File: src/rtl/rv_ctrl_pkg.sv
// Shared encodings for the multi-cycle RV32I control path: opcodes, FSM
// states and datapath mux selects.
package rv_ctrl_pkg;

  localparam logic [6:0] OP_R      = 7'b0110011;
  localparam logic [6:0] OP_IMM    = 7'b0010011;
  localparam logic [6:0] OP_LOAD   = 7'b0000011;
  localparam logic [6:0] OP_STORE  = 7'b0100011;
  localparam logic [6:0] OP_BRANCH = 7'b1100011;
  localparam logic [6:0] OP_JAL    = 7'b1101111;
  localparam logic [6:0] OP_JALR   = 7'b1100111;
  localparam logic [6:0] OP_LUI    = 7'b0110111;
  localparam logic [6:0] OP_AUIPC  = 7'b0010111;

  typedef enum logic [2:0] {
    S_IDLE,
    S_FETCH,
    S_DECODE,
    S_EXEC,
    S_MEM,
    S_WB,
    S_TRAP
  } state_t;

  typedef enum logic [1:0] {
    A_RS1    = 2'b00,
    A_PC     = 2'b01,
    A_OLD_PC = 2'b10,
    A_ZERO   = 2'b11
  } alu_a_sel_t;

  typedef enum logic [1:0] {
    B_RS2   = 2'b00,
    B_IMM   = 2'b01,
    B_FOUR  = 2'b10
  } alu_b_sel_t;

  typedef enum logic [1:0] {
    PC_ALU      = 2'b00,
    PC_TARGET   = 2'b01,
    PC_ALU_ALGN = 2'b10
  } pc_sel_t;

  typedef enum logic [1:0] {
    WB_ALUOUT = 2'b00,
    WB_MEM    = 2'b01,
    WB_PC     = 2'b10
  } wb_sel_t;

  function automatic logic is_legal(input logic [6:0] op);
    case (op)
      OP_R, OP_IMM, OP_LOAD, OP_STORE, OP_BRANCH,
      OP_JAL, OP_JALR, OP_LUI, OP_AUIPC: return 1'b1;
      default:                           return 1'b0;
    endcase
  endfunction

endpackage

File: src/rtl/branch_resolve.sv
// Branch-taken decision from funct3 and the ALU flags of the rs1/rs2
// comparison.
module branch_resolve (
  input  logic [2:0] funct3,
  input  logic       alu_zero,
  input  logic       alu_lsb,
  output logic       taken
);

  always_comb begin
    taken = 1'b0;
    case (funct3)
      3'b000:         taken = alu_zero;
      3'b001:         taken = !alu_zero;
      3'b100, 3'b110: taken = alu_lsb;
      3'b101, 3'b111: taken = !alu_lsb;
      default:        taken = 1'b0;
    endcase
  end

endmodule

File: src/rtl/multicycle_control.sv
// Main sequencing FSM of the multi-cycle RV32I core: time-shares one ALU and
// one memory port across fetch/decode/execute/memory/writeback.
module multicycle_control
  import rv_ctrl_pkg::*;
#(
  parameter int unsigned MEM_TIMEOUT = 0,
  parameter int unsigned TIMEOUT_W   = 8
) (
  input  logic       clk,
  input  logic       rst_n,
  input  logic [6:0] opcode,
  input  logic [2:0] funct3,
  input  logic       alu_zero,
  input  logic       alu_lsb,
  input  logic       mem_ready,
  output logic       mem_req,
  output logic       mem_we,
  output logic       mem_addr_sel,
  output logic       ir_write,
  output logic       old_pc_write,
  output logic       pc_write,
  output logic [1:0] pc_sel,
  output logic       target_write,
  output logic [1:0] alu_a_sel,
  output logic [1:0] alu_b_sel,
  output logic       alu_force_add,
  output logic       reg_write,
  output logic [1:0] wb_sel,
  output logic       illegal_insn,
  output logic       bus_error
);

  // The trap fires on the wait cycle that would make the count reach MEM_TIMEOUT.
  localparam logic [TIMEOUT_W-1:0] TO_LAST =
    TIMEOUT_W'((MEM_TIMEOUT > 0) ? MEM_TIMEOUT - 1 : 0);

  state_t               state, state_nxt;
  logic [TIMEOUT_W-1:0] wait_cnt;
  logic                 taken;
  logic                 waiting;
  logic                 timeout_hit;
  logic                 set_illegal;
  logic                 set_bus;

  branch_resolve u_branch (
    .funct3   (funct3),
    .alu_zero (alu_zero),
    .alu_lsb  (alu_lsb),
    .taken    (taken)
  );

  assign waiting     = ((state == S_FETCH) || (state == S_MEM)) && !mem_ready;
  assign timeout_hit = (MEM_TIMEOUT != 0) && waiting && (wait_cnt == TO_LAST);

  always_ff @(posedge clk or negedge rst_n) begin
    if (!rst_n) begin
      state        <= S_IDLE;
      wait_cnt     <= '0;
      illegal_insn <= 1'b0;
      bus_error    <= 1'b0;
    end else begin
      state <= state_nxt;
      if (waiting && (MEM_TIMEOUT != 0)) wait_cnt <= wait_cnt + TIMEOUT_W'(1);
      else                               wait_cnt <= '0;
      if (set_illegal) illegal_insn <= 1'b1;
      if (set_bus)     bus_error    <= 1'b1;
    end
  end

  always_comb begin
    state_nxt     = state;
    set_illegal   = 1'b0;
    set_bus       = 1'b0;
    mem_req       = 1'b0;
    mem_we        = 1'b0;
    mem_addr_sel  = 1'b0;
    ir_write      = 1'b0;
    old_pc_write  = 1'b0;
    pc_write      = 1'b0;
    pc_sel        = PC_ALU;
    target_write  = 1'b0;
    alu_a_sel     = A_RS1;
    alu_b_sel     = B_RS2;
    alu_force_add = 1'b0;
    reg_write     = 1'b0;
    wb_sel        = WB_ALUOUT;

    case (state)
      S_IDLE: state_nxt = S_FETCH;

      S_FETCH: begin
        mem_req       = 1'b1;
        alu_a_sel     = A_PC;
        alu_b_sel     = B_FOUR;
        alu_force_add = 1'b1;
        if (mem_ready) begin
          ir_write     = 1'b1;
          old_pc_write = 1'b1;
          pc_write     = 1'b1;
          state_nxt    = S_DECODE;
        end else if (timeout_hit) begin
          set_bus   = 1'b1;
          state_nxt = S_TRAP;
        end
      end

      S_DECODE: begin
        alu_a_sel     = A_OLD_PC;
        alu_b_sel     = B_IMM;
        alu_force_add = 1'b1;
        target_write  = 1'b1;
        if (is_legal(opcode)) begin
          state_nxt = S_EXEC;
        end else begin
          set_illegal = 1'b1;
          state_nxt   = S_TRAP;
        end
      end

      S_EXEC: begin
        state_nxt = S_FETCH;
        case (opcode)
          OP_R:   state_nxt = S_WB;
          OP_IMM: begin
            alu_b_sel = B_IMM;
            state_nxt = S_WB;
          end
          OP_LOAD, OP_STORE: begin
            alu_b_sel     = B_IMM;
            alu_force_add = 1'b1;
            state_nxt     = S_MEM;
          end
          OP_BRANCH: begin
            if (taken) begin
              pc_write = 1'b1;
              pc_sel   = PC_TARGET;
            end
          end
          OP_JAL: begin
            pc_write  = 1'b1;
            pc_sel    = PC_TARGET;
            reg_write = 1'b1;
            wb_sel    = WB_PC;
          end
          OP_JALR: begin
            alu_b_sel     = B_IMM;
            alu_force_add = 1'b1;
            pc_write      = 1'b1;
            pc_sel        = PC_ALU_ALGN;
            reg_write     = 1'b1;
            wb_sel        = WB_PC;
          end
          OP_LUI: begin
            alu_a_sel     = A_ZERO;
            alu_b_sel     = B_IMM;
            alu_force_add = 1'b1;
            state_nxt     = S_WB;
          end
          OP_AUIPC: begin
            alu_a_sel     = A_OLD_PC;
            alu_b_sel     = B_IMM;
            alu_force_add = 1'b1;
            state_nxt     = S_WB;
          end
          default: state_nxt = S_FETCH;
        endcase
      end

      S_MEM: begin
        mem_req      = 1'b1;
        mem_addr_sel = 1'b1;
        mem_we       = (opcode == OP_STORE);
        if (mem_ready) begin
          state_nxt = (opcode == OP_LOAD) ? S_WB : S_FETCH;
        end else if (timeout_hit) begin
          set_bus   = 1'b1;
          state_nxt = S_TRAP;
        end
      end

      S_WB: begin
        reg_write = 1'b1;
        wb_sel    = (opcode == OP_LOAD) ? WB_MEM : WB_ALUOUT;
        state_nxt = S_FETCH;
      end

      S_TRAP:  state_nxt = S_TRAP;
      default: state_nxt = S_IDLE;
    endcase
  end

endmodule

File: config.mk
export PLATFORM = sky130hd
export DESIGN_NAME = multicycle_control
export DESIGN_NICKNAME = d
export VERILOG_FILES = /design/src/rtl/rv_ctrl_pkg.sv /design/src/rtl/branch_resolve.sv /design/src/rtl/multicycle_control.sv
export SDC_FILE = /design/constraint.sdc
export NUM_CORES = 1
export LEC_CHECK = 0
export BUFFER_PORTS_ARGS = -buffer_cell sky130_fd_sc_hd__buf_2
export CORE_MARGIN = 3
export CORE_UTILIZATION = 25
export DETAILED_ROUTE_END_ITERATION = 16
export PLACE_DENSITY = 0.55
export SYNTH_ARGS = -nofsm -noshare
export SYNTH_HDL_FRONTEND = slang
export SYNTH_HIERARCHICAL = 1
export SYNTH_SLANG_ARGS = --single-unit
File: constraint.sdc
create_clock -name clk -period 1.7 [get_ports clk]
set_input_delay 0.34 -clock clk [delete_from_list [all_inputs] [get_ports clk]]
set_output_delay 0.34 -clock clk [all_outputs]
set_load 0.02 [all_outputs]
Yosys cells after proc, flatten, opt, wreduce, memory -nomap -nowiden:

Cells that the tools add are included.

* reductions and logical operators: 16
* eq/ne operators: 22
* multiplexer cells: 34

Operators with widths (count)
* $eq 3x3->1 const B: 7
* $eq 7x6->1 const B: 3
* $eq 7x7->1 const B: 3
* $pmux 2 s3: 3
* $pmux 3 s6: 1
* $mux 1: 16
* $eq 7x5->1 const B: 2
* $reduce_or 2->1: 7
* $mux 3: 4
* $reduce_or 9->1: 1
* $pmux 1 s2: 4
* $pmux 2 s2: 2
* $eq 7x2->1 const B: 1
* $eq 3x1->1 const B: 2
* $eq 3x2->1 const B: 2
* $logic_not 3->1: 2
* $pmux 3 s2: 1
* $reduce_or 6->1: 1
* $reduce_or 5->1: 1
* $mux 2: 2
* $ne 2x2->1 const B: 2
* $pmux 1 s4: 1
* $reduce_or 4->1: 1
* $logic_not 1->1: 2
* $reduce_and 2->1: 1

* bits of input ports: 15
* bits in registers: 4

Longest topological paths before layout:

Gate-level depths: netlist of the first run.

* depth in word-level cells: 6
* depth in mapped cells: 6

Modules after synthesis:

The synthesis of the first run kept the hierarchy.

Modules (own cells, without submodules)
* multicycle_control: cells each 73, area each 488.0 µm², instances 1
* branch_resolve: cells each 5, area each 36.3 µm², instances 1

Worst setup path before layout of the first run:

Ideal clock, no wire load.

* path kind: input port to output port
* from: input port opcode[3]
* to: output port alu_b_sel[0]
* path slack: -0.179 ns
* data required time: 1.360 ns
* buffers on the path: 1
* stages on the path: 4
* arrival: 1.539 ns
* cells stage by stage: nor4bb_1 -> buf_2 -> nand2_1 -> o41ai_1

* longest elaborated chain between the ends: 4

Ends and longest elaborated chain
* from (decl): RTL line multicycle_control.sv:11 `input logic [6:0] opcode,`
* $eq 7x6->1, or another cell as far along: RTL line multicycle_control.sv:122 `case (opcode)`
* $reduce_or 6->1 (no line) *
* $mux 1 *: RTL line multicycle_control.sv:122
* $pmux 2 s3 *: RTL line multicycle_control.sv:88 `case (state)`
* to (decl): RTL line multicycle_control.sv:25 `output logic [1:0] alu_b_sel,`

Every way passes the cells marked *; elsewhere a longest branch is shown, timed or not.

Worst setup path after layout of the first run:

* from: register state[0]
* to: output port pc_write

* longest elaborated chain between the ends: 2

Ends and longest elaborated chain
* from (decl): RTL line multicycle_control.sv:37 `state_t state, state_nxt;`
* from (signal assigned): RTL line multicycle_control.sv:62 `state <= state_nxt;`
* $eq 3x2->1 / $eq 3x1->1 (equally long branches): RTL line multicycle_control.sv:88
* $pmux 1 s2 *: RTL line multicycle_control.sv:88
* to (decl): RTL line multicycle_control.sv:21 `output logic pc_write,`

Marks and branches as above.

==> metrics.md, run 1 <==
| Metric | Value |
|---|---|
| Outcome | `finished, violations left` |
| Failing checks | `setup timing` |
| Post-DP HPWL | `1440 µm` |
| Final hold vios | `0` |
| Die area | `2680 µm²` |
| Antenna diode count | `0` |
| R2r startpoint | `state[2]$_DFFE_PN0P_` |
| Worst Path Arrival | `~1500 ps` |
| Clock slew at reported path FFs | `40 ps` |
| Routed Antenna Nets | `0` |
| Num CTS Buffers | `3` |
| Worst setup margin | `-145 ps` |
| Post-synth top area share | `19.1%` |
| Critical Path RT | `1360 ps` |
| Detailed Route WL | `2080 µm` |
| DR vias/cell | `5.08` |
| Peak supply drop | `0.000235 V` |
| Die width | `approximately 52 µm` |
| Cell Chain, Critical Path | `inv_2, or3_4, inv_4, nand2_4, o21ai_2, buf_6` |
| Sequential fraction of the synthesis area | `19.1%` |
| Core Util, Final | `between 50 and 60%` |
| First-pass GRT wire length | `2950 µm` |
| Power Dens Cells | `around 280 nW/µm²` |
| Filler cells | `between 150 and 200` |
| Most frequent cells in the layout | `24 x buf_4, 15 x buf_6, 14 x buf_2, 7 x nand2_1` |
| Core Area | `1860 µm²` |
| GR peak layer | `met2` |
| Largest net degree at the start of global routing | `8` |
| Setup crit end kind | `output port` |
| CTS tree | `built` |
| Post-Place Cell Area | `808 µm²` |
| Cell Area, Synth | `524 µm²` |
| Largest stage delay on the critical path | `430 ps` |
| Layout cells sized above 1 | `between 60% and 70%` |
| RePlAce Congestion | `0.739` |
| Crit path max fanout | `5` |
| Remaining DRCs | `0` |
| Hold Path Class | `primary input to async pin` |
| Sum of negative setup slack | `-1020 ps` |
| Tmin final | `1840 ps` |
| Slowest-stage cell, CP | `or3_4` |
| Total gr overflow | `0` |
| Ranking of synthesized cells by area | `dfrtp_1 19%, nand2_1 7.2%, o21ai_0 5.7%` |
| Area Growth Syn to Fin | `109%` |
| Number of cell rows | `15` |
| Number of buffers added on ports | `32` |
| Die height | `51.8 µm` |
| Drt first pass iters | `4` |
| NumNets Final | `147` |
| Fmax | `0.542 GHz` |
| Syn Nets | `93` |
| Leakage power | `between 0.5 and 0.6 nW` |
| Clk sinks | `4` |
| Number of max-cap violations | `0` |
| Total track usage | `between 10% and 20%` |
| Syn_area_per_cell | `6.72 µm²` |
| Largest area contributor in the netlist | `dfrtp_1` |
| Met1 Use GR | `16.7%` |
| Via count of the routed design | `787` |
| Final Setup Violations | `12` |
| Cells after Synth | `78` |
| Fin area | `1100 µm²` |
| Worst slack, placed | `-106 ps` |
| DR iter-0 viols | `20` |
| Worst-skew pair later-pin latency | `240 ps` |
| Slew Limit Fails | `0` |
| Vias in the first global route | `~730` |
| Initial core utilization | `approximately 28%` |
| Unrepaired setup endpoints after global routing | `yes` |
| Clock root buffer | `clkbuf_4` |
| Final period utilization | `109%` |
| Most common cell after layout, fill and taps aside | `buf_4` |
| Post-DR wirelength/cell | `13.4 µm` |
| Clock buffer depth | `2` |
| Ys Warns | `6` |
| Critical Path Source Type | `flop` |
| Crit. Startpoint | `state[0]$_DFFE_PN0P_` |
| Initial antenna violation count | `0` |
| M2 GR Usage | `about a quarter` |
| Ports | `34` |
| R2R Setup Slk | `350 ps` |
| Flops & latches, synth | `4` |
| Class of the most critical setup path | `flop to output port` |
| Clock Skew | `approximately 7 ps` |
| Distinct cells, synth | `34` |
| Clock H-tree levels | `1` |
| Met3 Usage GRT | `4.01%` |
## stage by stage
stage,hold WS (ps),instances,power (mW)
CTS,413,152,0.308
finish,430,155,0.312
global placement,144,144,0.172
detailed placement,147,144,0.173
floorplan,44.4,78,0.130
global route,447,155,0.334
## worst max-delay path: cells and delay by family, from the launching register on
| kind | cells | cell delay [ps] |
|---|---|---|
| AOI/OAI and AO/OA | 1 | 70 |
| buffers and inverters | 3 | 300 |
| DFF | 1 | 390 |
| and+or+nand+nor | 2 | 500 |
## cells by family (layout without fill, tap and decap cells)
group / count (synthesis) / after routing / synth area share [%]
AOI/OAI and AO/OA: 20 / 20 / 24.8
and+or+nand+nor: 40 / 40 / 42.2
DFF: 4 / 4 / 19.1
other: 1 / 1 / 0.715
buffers and inverters: 12 / 64 / 11.5
xor gates and xnor gates: 1 / 1 / 1.67
## final timing paths
path                                       endpoint  cells past startpoint
min in group clk           illegal_insn$_DFFE_PN0P_                      1
max in group asynchronous      state[1]$_DFFE_PN0P_                      2
hold reg to reg            illegal_insn$_DFFE_PN0P_                      1
setup / recovery                           pc_write                      6
setup reg to reg               state[2]$_DFFE_PN0P_                      6
hold / removal                 state[0]$_DFFE_PN0P_                      2
## timing repair
item                                   in CTS  in global routing
pin swaps                                   3                 11
buffers inserted                            4                  3
gates cloned                                0                  0
endpoints found under the hold margin       4                  0
setup endpoints to repair                  14                 15
hold buffers                                1                  0
gates resized for setup                    29                 26
## synthesized netlist by cell type
| cell type | instances |
|---|---|
| nand2_1 | 10 |
| nor2_1 | 7 |
| o21ai_0 | 6 |
| a21oi_1 | 5 |
| dfrtp_1 | 4 |
| inv_1 | 4 |
| nand3_1 | 4 |
| buf_2 | 3 |
| buf_4 | 3 |
| nand3b_1 | 3 |
| nor3_1 | 3 |
| a32oi_1 | 2 |
| inv_2 | 2 |
| or3_1 | 2 |
| a21boi_0 | 1 |
| a311oi_1 | 1 |
| a31oi_1 | 1 |
| a41oi_1 | 1 |
| and4_1 | 1 |
| conb_1 | 1 |
| nand2_2 | 1 |
| nand2b_1 | 1 |
| nor2b_1 | 1 |
| nor3b_1 | 1 |
| nor4b_1 | 1 |
| nor4bb_1 | 1 |
| o21ai_2 | 1 |
| o221ai_1 | 1 |
| o41ai_1 | 1 |
| or2_2 | 1 |
| or2b_1 | 1 |
| or3_4 | 1 |
| or3b_1 | 1 |
| xor2_1 | 1 |
## metal layers
metal	wire (µm)	share of wire (%)
met1	837	40
met2	1060	51
met3	157	7.6
met4	22	1.1
met5	0	0
## power by group
group          internal [mW]  switching (mW)
combinational         0.0484          0.0455
clock                 0.0792          0.0428
sequential            0.0957               0
total                  0.223          0.0883
## registers in the layout, summed over array words and instances (netlist names)
name,cells
illegal_insn,1
state,3
## final cells by class
type | count | area, µm² | area share [%]
Timing Repair Buffer | 55 | 444 | 40.5
Tap cell | 25 | 31.3 | 2.85
Sequential cell | 4 | 101 | 9.25
Inverter | 6 | 30.0 | 2.74
Clock buffer | 3 | 22.5 | 2.05
Multi-Input combinational cell | 62 | 467 | 42.6
Note: power is estimated with default switching activity, not from simulation.
==> run 2, diff against run 1 <==
- CORE_ASPECT_RATIO: unset -> 1.2
==> run 2 against run 1 <==
  * The run still ends with setup timing left
  * Final area down 5.6%
  * Critical path depth unchanged
  * Die area about the same
  * Worst hold slack better by 9.8 ps
  * Global-route usage down 0.36 points
  * Register-to-register slack better by 60 ps
  * Sequential share of layout area up 0.55 points
  * Clock skew down 5.4 ps
  * Cell count down 5.2%
  * Power about the same
  * Highest routed layer unchanged
==> metrics.md, run 2 (same netlist as run 1, synthesis figures left out) <==
| Metric | Value |
|---|---|
| Leakage power | `0.517 nW (+0.13%)` |
| NumNets Final | `145 (-1.4%)` |
| DR iter-0 viols | `14 (-30%)` |
| Largest registers | `state: 3 flops, illegal_insn: 1 flops` |
| Clk sinks | `4 (unchanged)` |
| Unrepaired setup endpoints after global routing | `yes` |
| Final cell count without fillers | `147 (-5.2%)` |
| Most frequent cells in the layout | `23 x buf_4, 17 x buf_2, 11 x buf_6, 8 x nand2_1, 5 x nor2_1` |
| Clock Skew | `1.57 ps (-5.37 ps)` |
| R2r worst-path depth | `5 (-1)` |
| Sw Ratio | `27.8% (-0.55 points)` |
| Number of buffers added on ports | `32 (unchanged)` |
| R2r startpoint | `state[1]$_DFFE_PN0P_` |
| Total track usage | `14.1% (-0.36 points)` |
| Largest net degree at the start of global routing | `7 (-1)` |
| Peak supply drop | `0.000306 V (+30%)` |
| Area Growth Syn to Fin | `97.4%` |
| Clock slew at reported path FFs | `40 ps (about the same)` |
| Total gr overflow | `0 (unchanged)` |
| Setup crit end kind | `output port` |
| Final Power | `311 µW (about the same)` |
| Fmax | `0.549 GHz (+1.4%)` |
| Die height | `56.2 µm (+8.4%)` |
| Sum of negative setup slack | `-433 ps (+588 ps)` |
| Slew Limit Fails | `0 (unchanged)` |
| Critical Path Source Type | `primary input` |
| Antenna diode count | `0 (unchanged)` |
| Remaining DRCs | `0 (unchanged)` |
| Detailed Route WL | `1920 µm (-7.7%)` |
| Number of max-cap violations | `0 (unchanged)` |
| Critical Path RT | `1360 ps (about the same)` |
| Crit path max fanout | `2 (-3)` |
| Reg-to-reg critical path endpoint | `state[1]$_DFFE_PN0P_` |
| Initial antenna violation count | `0 (unchanged)` |
| P_sw | `86.6 µW (-2.0%)` |
| Worst setup path endpoint | `pc_sel[0]` |
| Worst setup margin | `-120 ps (+24.6 ps)` |
| Number of cell rows | `17 (+2)` |
| Die area | `2680 µm² (about the same)` |
| Vias in the first global route | `733 (-0.14%)` |
| CTS tree | `built` |
| Initial core utilization | `27.4% (-0.83 points)` |
| Routed Antenna Nets | `0 (unchanged)` |
| Clock H-tree levels | `1 (unchanged)` |
| Clock buffer depth | `2 (unchanged)` |
| Ports | `34 (unchanged)` |
| Post-DP HPWL | `1440 µm (+0.23%)` |
| Class of the most critical setup path | `primary input to output port` |
| Via count of the routed design | `779 (-1.0%)` |
| Worst Path Arrival | `1480 ps (-20 ps)` |
| R2R Setup Slk | `410 ps (+60 ps)` |
| Most common cell after layout, fill and taps aside | `buf_4` |
| Outcome | `finished, violations left` |
| Clock root buffer | `clkbuf_4` |
| First-pass GRT wire length | `2970 µm (+0.47%)` |
| Placed insts | `135 (-6.3%)` |
| Power Dens Cells | `301 nW/µm² (+5.8%)` |
| Final period utilization | `107% (-1.4 points)` |
| Die width | `47.8 µm (-7.7%)` |
| Final Setup Violations | `8 (-4)` |
| Core Area | `1910 µm² (+3.0%)` |
| Post-DR wirelength/cell | `13.0 µm (-2.7%)` |
| Drt first pass iters | `5 (+1)` |
| RePlAce Congestion | `0.773 (+4.6%)` |
| Num CTS Buffers | `3 (unchanged)` |
| Final hold vios | `0 (unchanged)` |
| Max reg flops | `3 (unchanged)` |
| Int Power | `225 µW (+0.67%)` |
| Clock network power share | `38.4% (-0.8 points)` |
| Layout cells sized above 1 | `60.9% (-2.1 points)` |
| Hold Path Class | `primary input to async pin` |
| Most flops, register | `state` |
| DR vias/cell | `5.30 (+4.4%)` |
| Logic pwr share | `30.9% (+0.8 points)` |
| Sequential share of power | `30.7% (about the same)` |
| Tmin final | `1820 ps (-24.6 ps)` |
| Failing checks | `setup timing` |
| Crit. Startpoint | `alu_zero` |
| Worst-skew pair later-pin latency | `230 ps (about the same)` |
-- run 2: area by class of cell --
cell class	count	area, µm²
timing repair buffer	53	407
sequential	4	101
clock buffer	3	22.5
inverter	6	27.5
multi-input combinational	62	453
tap	19	23.8
fill	183	880
-- run 2: worst min path at each step --
stage,start,end,slack (ps),cells past startpoint
2_1_floorplan,rst_n,illegal_insn$_DFFE_PN0P_,40,0
3_3_place_gp,rst_n,illegal_insn$_DFFE_PN0P_,150,1
3_5_place_dp,rst_n,state[1]$_DFFE_PN0P_,150,1
4_1_cts,mem_ready,state[1]$_DFFE_PN0P_,420,3
5_1_grt,rst_n,illegal_insn$_DFFE_PN0P_,470,2
6_report,rst_n,state[1]$_DFFE_PN0P_,440,2
-- run 2: stage by stage --
step | worst slack [ps] | util [%] | hold slack (ps) | cell area, µm²
after CTS | -89.0 | 48.9 | 420 | 936
after global placement | -88.5 | 40.7 | 146 | 778
after floorplan | 16.7 | - | 44.4 | 542
after detailed placement | -165 | 40.7 | 148 | 778
final | -120 | 54.1 | 439 | 1030
after global routing | -158 | 54.1 | 473 | 1030
-- run 2: power groups by stage --
stage	clock network, mW	logic, mW	registers [mW]
after floorplan	0	0.0330	0.0970
after global placement	0	0.0725	0.0969
after detailed placement	0	0.0745	0.0969
after CTS	0.119	0.0869	0.0957
after global routing	0.127	0.105	0.0956
final	0.120	0.0962	0.0957
-- run 2: worst max-delay path: stages --
cell and delay [ps]:
buf_6 90, or3_4 370, a32oi_2 240, nand3_1 130
a21oi_2 170, buf_6 130
-- run 2: timing repair --
item / 4_1_cts / 5_1_grt
buffers inserted: 6 / 2
pin swaps: 4 / 8
hold buffers: 1 / 0
endpoints found under the hold margin: 4 / 0
setup endpoints to repair: 10 / 14
gates resized for setup: 23 / 20
-- run 2: metal layers --
layer  wire [µm]  up-vias  track usage, %
met5           0        -               0
met4          25        0            1.15
met3         133        8            1.62
met2        1030       43            27.2
met1         729      353            15.9
li1            -      375               -
==> run 3, diff against run 2 <==
- CTS_CLUSTER_DIAMETER: unset -> 60
- RECOVER_POWER: unset -> 100
==> run 3 against run 2 <==
  * The run still ends with setup timing left
  * Critical path depth did not move
  * Core utilization is 0.46 points lower
  * Critical path type unchanged
  * Sequential power about the same
  * Clock power barely moved
  * Cell count unchanged
  * Count of clock-buffer cells in the layout is the same
  * Via count decreased by 0.77%
==> metrics.md, run 3 (same netlist as run 1, synthesis figures left out) <==
| Metric | Value |
|---|---|
| Outcome | `finished, violations left` |
| Failing checks | `setup timing` |
| Remaining DRCs | `0 (unchanged)` |
| DR iter-0 viols | `18 (+4)` |
| Ports | `34 (unchanged)` |
| Clock buffer depth | `2 (unchanged)` |
| DR vias/cell | `5.26 (-0.77%)` |
| Vias in the first global route | `733 (unchanged)` |
| Filler cells | `183 (unchanged)` |
| Worst Path Arrival | `1480 ps (about the same)` |
| Register Area | `101 µm² (unchanged)` |
| Largest net degree at the start of global routing | `7 (unchanged)` |
| Num CTS Buffers | `3 (unchanged)` |
| Post-DR wirelength/cell | `12.9 µm (-0.83%)` |
| Area Growth Syn to Fin | `95.7%` |
| Largest registers | `state: 3 flops, illegal_insn: 1 flops` |
| Total track usage | `14.1% (unchanged)` |
| Number of buffers added on ports | `32 (unchanged)` |
| Most flops, register | `state` |
| Critical Path RT | `1360 ps (about the same)` |
| Class of the most critical setup path | `primary input to output port` |
| Tmin final | `1820 ps (unchanged)` |
| Final Setup Violations | `9 (+1)` |
| Initial antenna violation count | `0 (unchanged)` |
| Area taken by multi-input logic gates | `453 µm² (unchanged)` |
| NumNets Final | `145 (unchanged)` |
| Setup crit end kind | `output port` |
| Most frequent cells in the layout | `22 x buf_4, 12 x buf_2, 11 x buf_6, 8 x nand2_1` |
| Detailed Route WL | `1900 µm (-0.83%)` |
| Most common cell after layout, fill and taps aside | `buf_4` |
| Leakage power | `0.498 nW (-3.7%)` |
| Post-Place Cell Area | `778 µm² (unchanged)` |
| RePlAce Congestion | `0.773 (unchanged)` |
| Fmax | `0.549 GHz (unchanged)` |
| Clock root buffer | `clkbuf_4` |
| Drt first pass iters | `4 (-1)` |
| Core Util, Final | `53.6% (-0.46 points)` |
| Power Dens Cells | `299 nW/µm² (-0.61%)` |
| Hold Path Class | `primary input to async pin` |
| Crit path max fanout | `2 (unchanged)` |
| First-pass GRT wire length | `2970 µm (unchanged)` |
| CTS tree | `built` |
| Initial core utilization | `27.4% (unchanged)` |
| Clk sinks | `4 (unchanged)` |
| Core Area | `1910 µm² (unchanged)` |
| Die width | `47.8 µm (unchanged)` |
| Clock H-tree levels | `1 (unchanged)` |
| Critical Path Source Type | `primary input` |
| Worst-skew pair later-pin latency | `230 ps (about the same)` |
| Antenna diode count | `0 (unchanged)` |
| Die area | `2680 µm² (unchanged)` |
| Unrepaired setup endpoints after global routing | `yes` |
| Worst setup margin | `-120 ps (unchanged)` |
| Post-DP HPWL | `1440 µm (unchanged)` |
| Number of max-cap violations | `0 (unchanged)` |
| Max reg flops | `3 (unchanged)` |
| Clock Skew | `0.394 ps (-1.18 ps)` |
| Die height | `56.2 µm (unchanged)` |
| Via count of the routed design | `773 (-0.77%)` |
| Routed Antenna Nets | `0 (unchanged)` |
| Clock slew at reported path FFs | `40 ps (about the same)` |
| Layout cells sized above 1 | `57.0% (-3.9 points)` |
| Total gr overflow | `0 (unchanged)` |
| Final period utilization | `107% (unchanged)` |
| Fin area | `1030 µm² (-0.85%)` |
| Slew Limit Fails | `0 (unchanged)` |
| Number of cell rows | `17 (unchanged)` |
| Peak supply drop | `0.000303 V (-1.1%)` |
| Final hold vios | `0 (unchanged)` |
[run 3: metal layers]
metal	track usage, %	share of wire (%)
met3	1.62	6.5
met2	27.2	54
met1	15.9	38
met5	0	0
met4	1.15	0.95
[run 3: per-stage QoR]
stage	TNS (ps)	hold slack [ps]	power, mW	worst slack, ps	instances
after global routing	-1280	487	0.326	-158	147
after CTS	-373	420	0.302	-89.0	145
after detailed placement	-460	148	0.171	-165	135
after global placement	-220	146	0.169	-88.5	135
final	-444	467	0.307	-120	147
after floorplan	0	44.4	0.130	16.7	78
[run 3: final cells by class]
cell class              instances  share of cell area, %
repair buffers                 53                   38.8
inverters                       6                   2.68
multi-input cells              62                   44.1
well taps                      19                   2.32
flip-flops and latches          4                   9.88
clock buffers                   3                   2.20
[run 3: worst max-delay path, stage by stage]
cell,delay [ps]
buf_6,90
or3_4,370
a32oi_2,240
nand3_1,130
a21oi_2,170
buf_6,130
[run 3: worst paths after layout]
| kind | from | end | slack [ps] | cells after the start |
|---|---|---|---|---|
| hold reg to reg | illegal_insn$_DFFE_PN0P_ | illegal_insn$_DFFE_PN0P_ | 470 | 1 |
| max in group asynchronous | rst_n | state[1]$_DFFE_PN0P_ | 1040 | 2 |
| setup reg to reg | state[0]$_DFFE_PN0P_ | state[1]$_DFFE_PN0P_ | 420 | 6 |
| setup / recovery | alu_zero | pc_sel[0] | -120 | 6 |
| hold / removal | rst_n | state[2]$_DFFE_PN0P_ | 470 | 2 |
| min in group clk | illegal_insn$_DFFE_PN0P_ | illegal_insn$_DFFE_PN0P_ | 470 | 1 |
[run 3: timing repair]
item	CTS	global route
pin swaps	4	8
hold buffers	1	0
buffers inserted	6	2
resized for setup	23	20
cloned	0	0
endpoints found under the setup margin	10	14
hold endpoints to repair	4	0
[run 3: report_power, final]
part / switching (mW) / internal [mW] / leakage [nW]
Sequential: 0 / 0.0957 / 0.0451
Clock: 0.0377 / 0.0789 / 0.0138
Combinational: 0.0463 / 0.0483 / 0.439
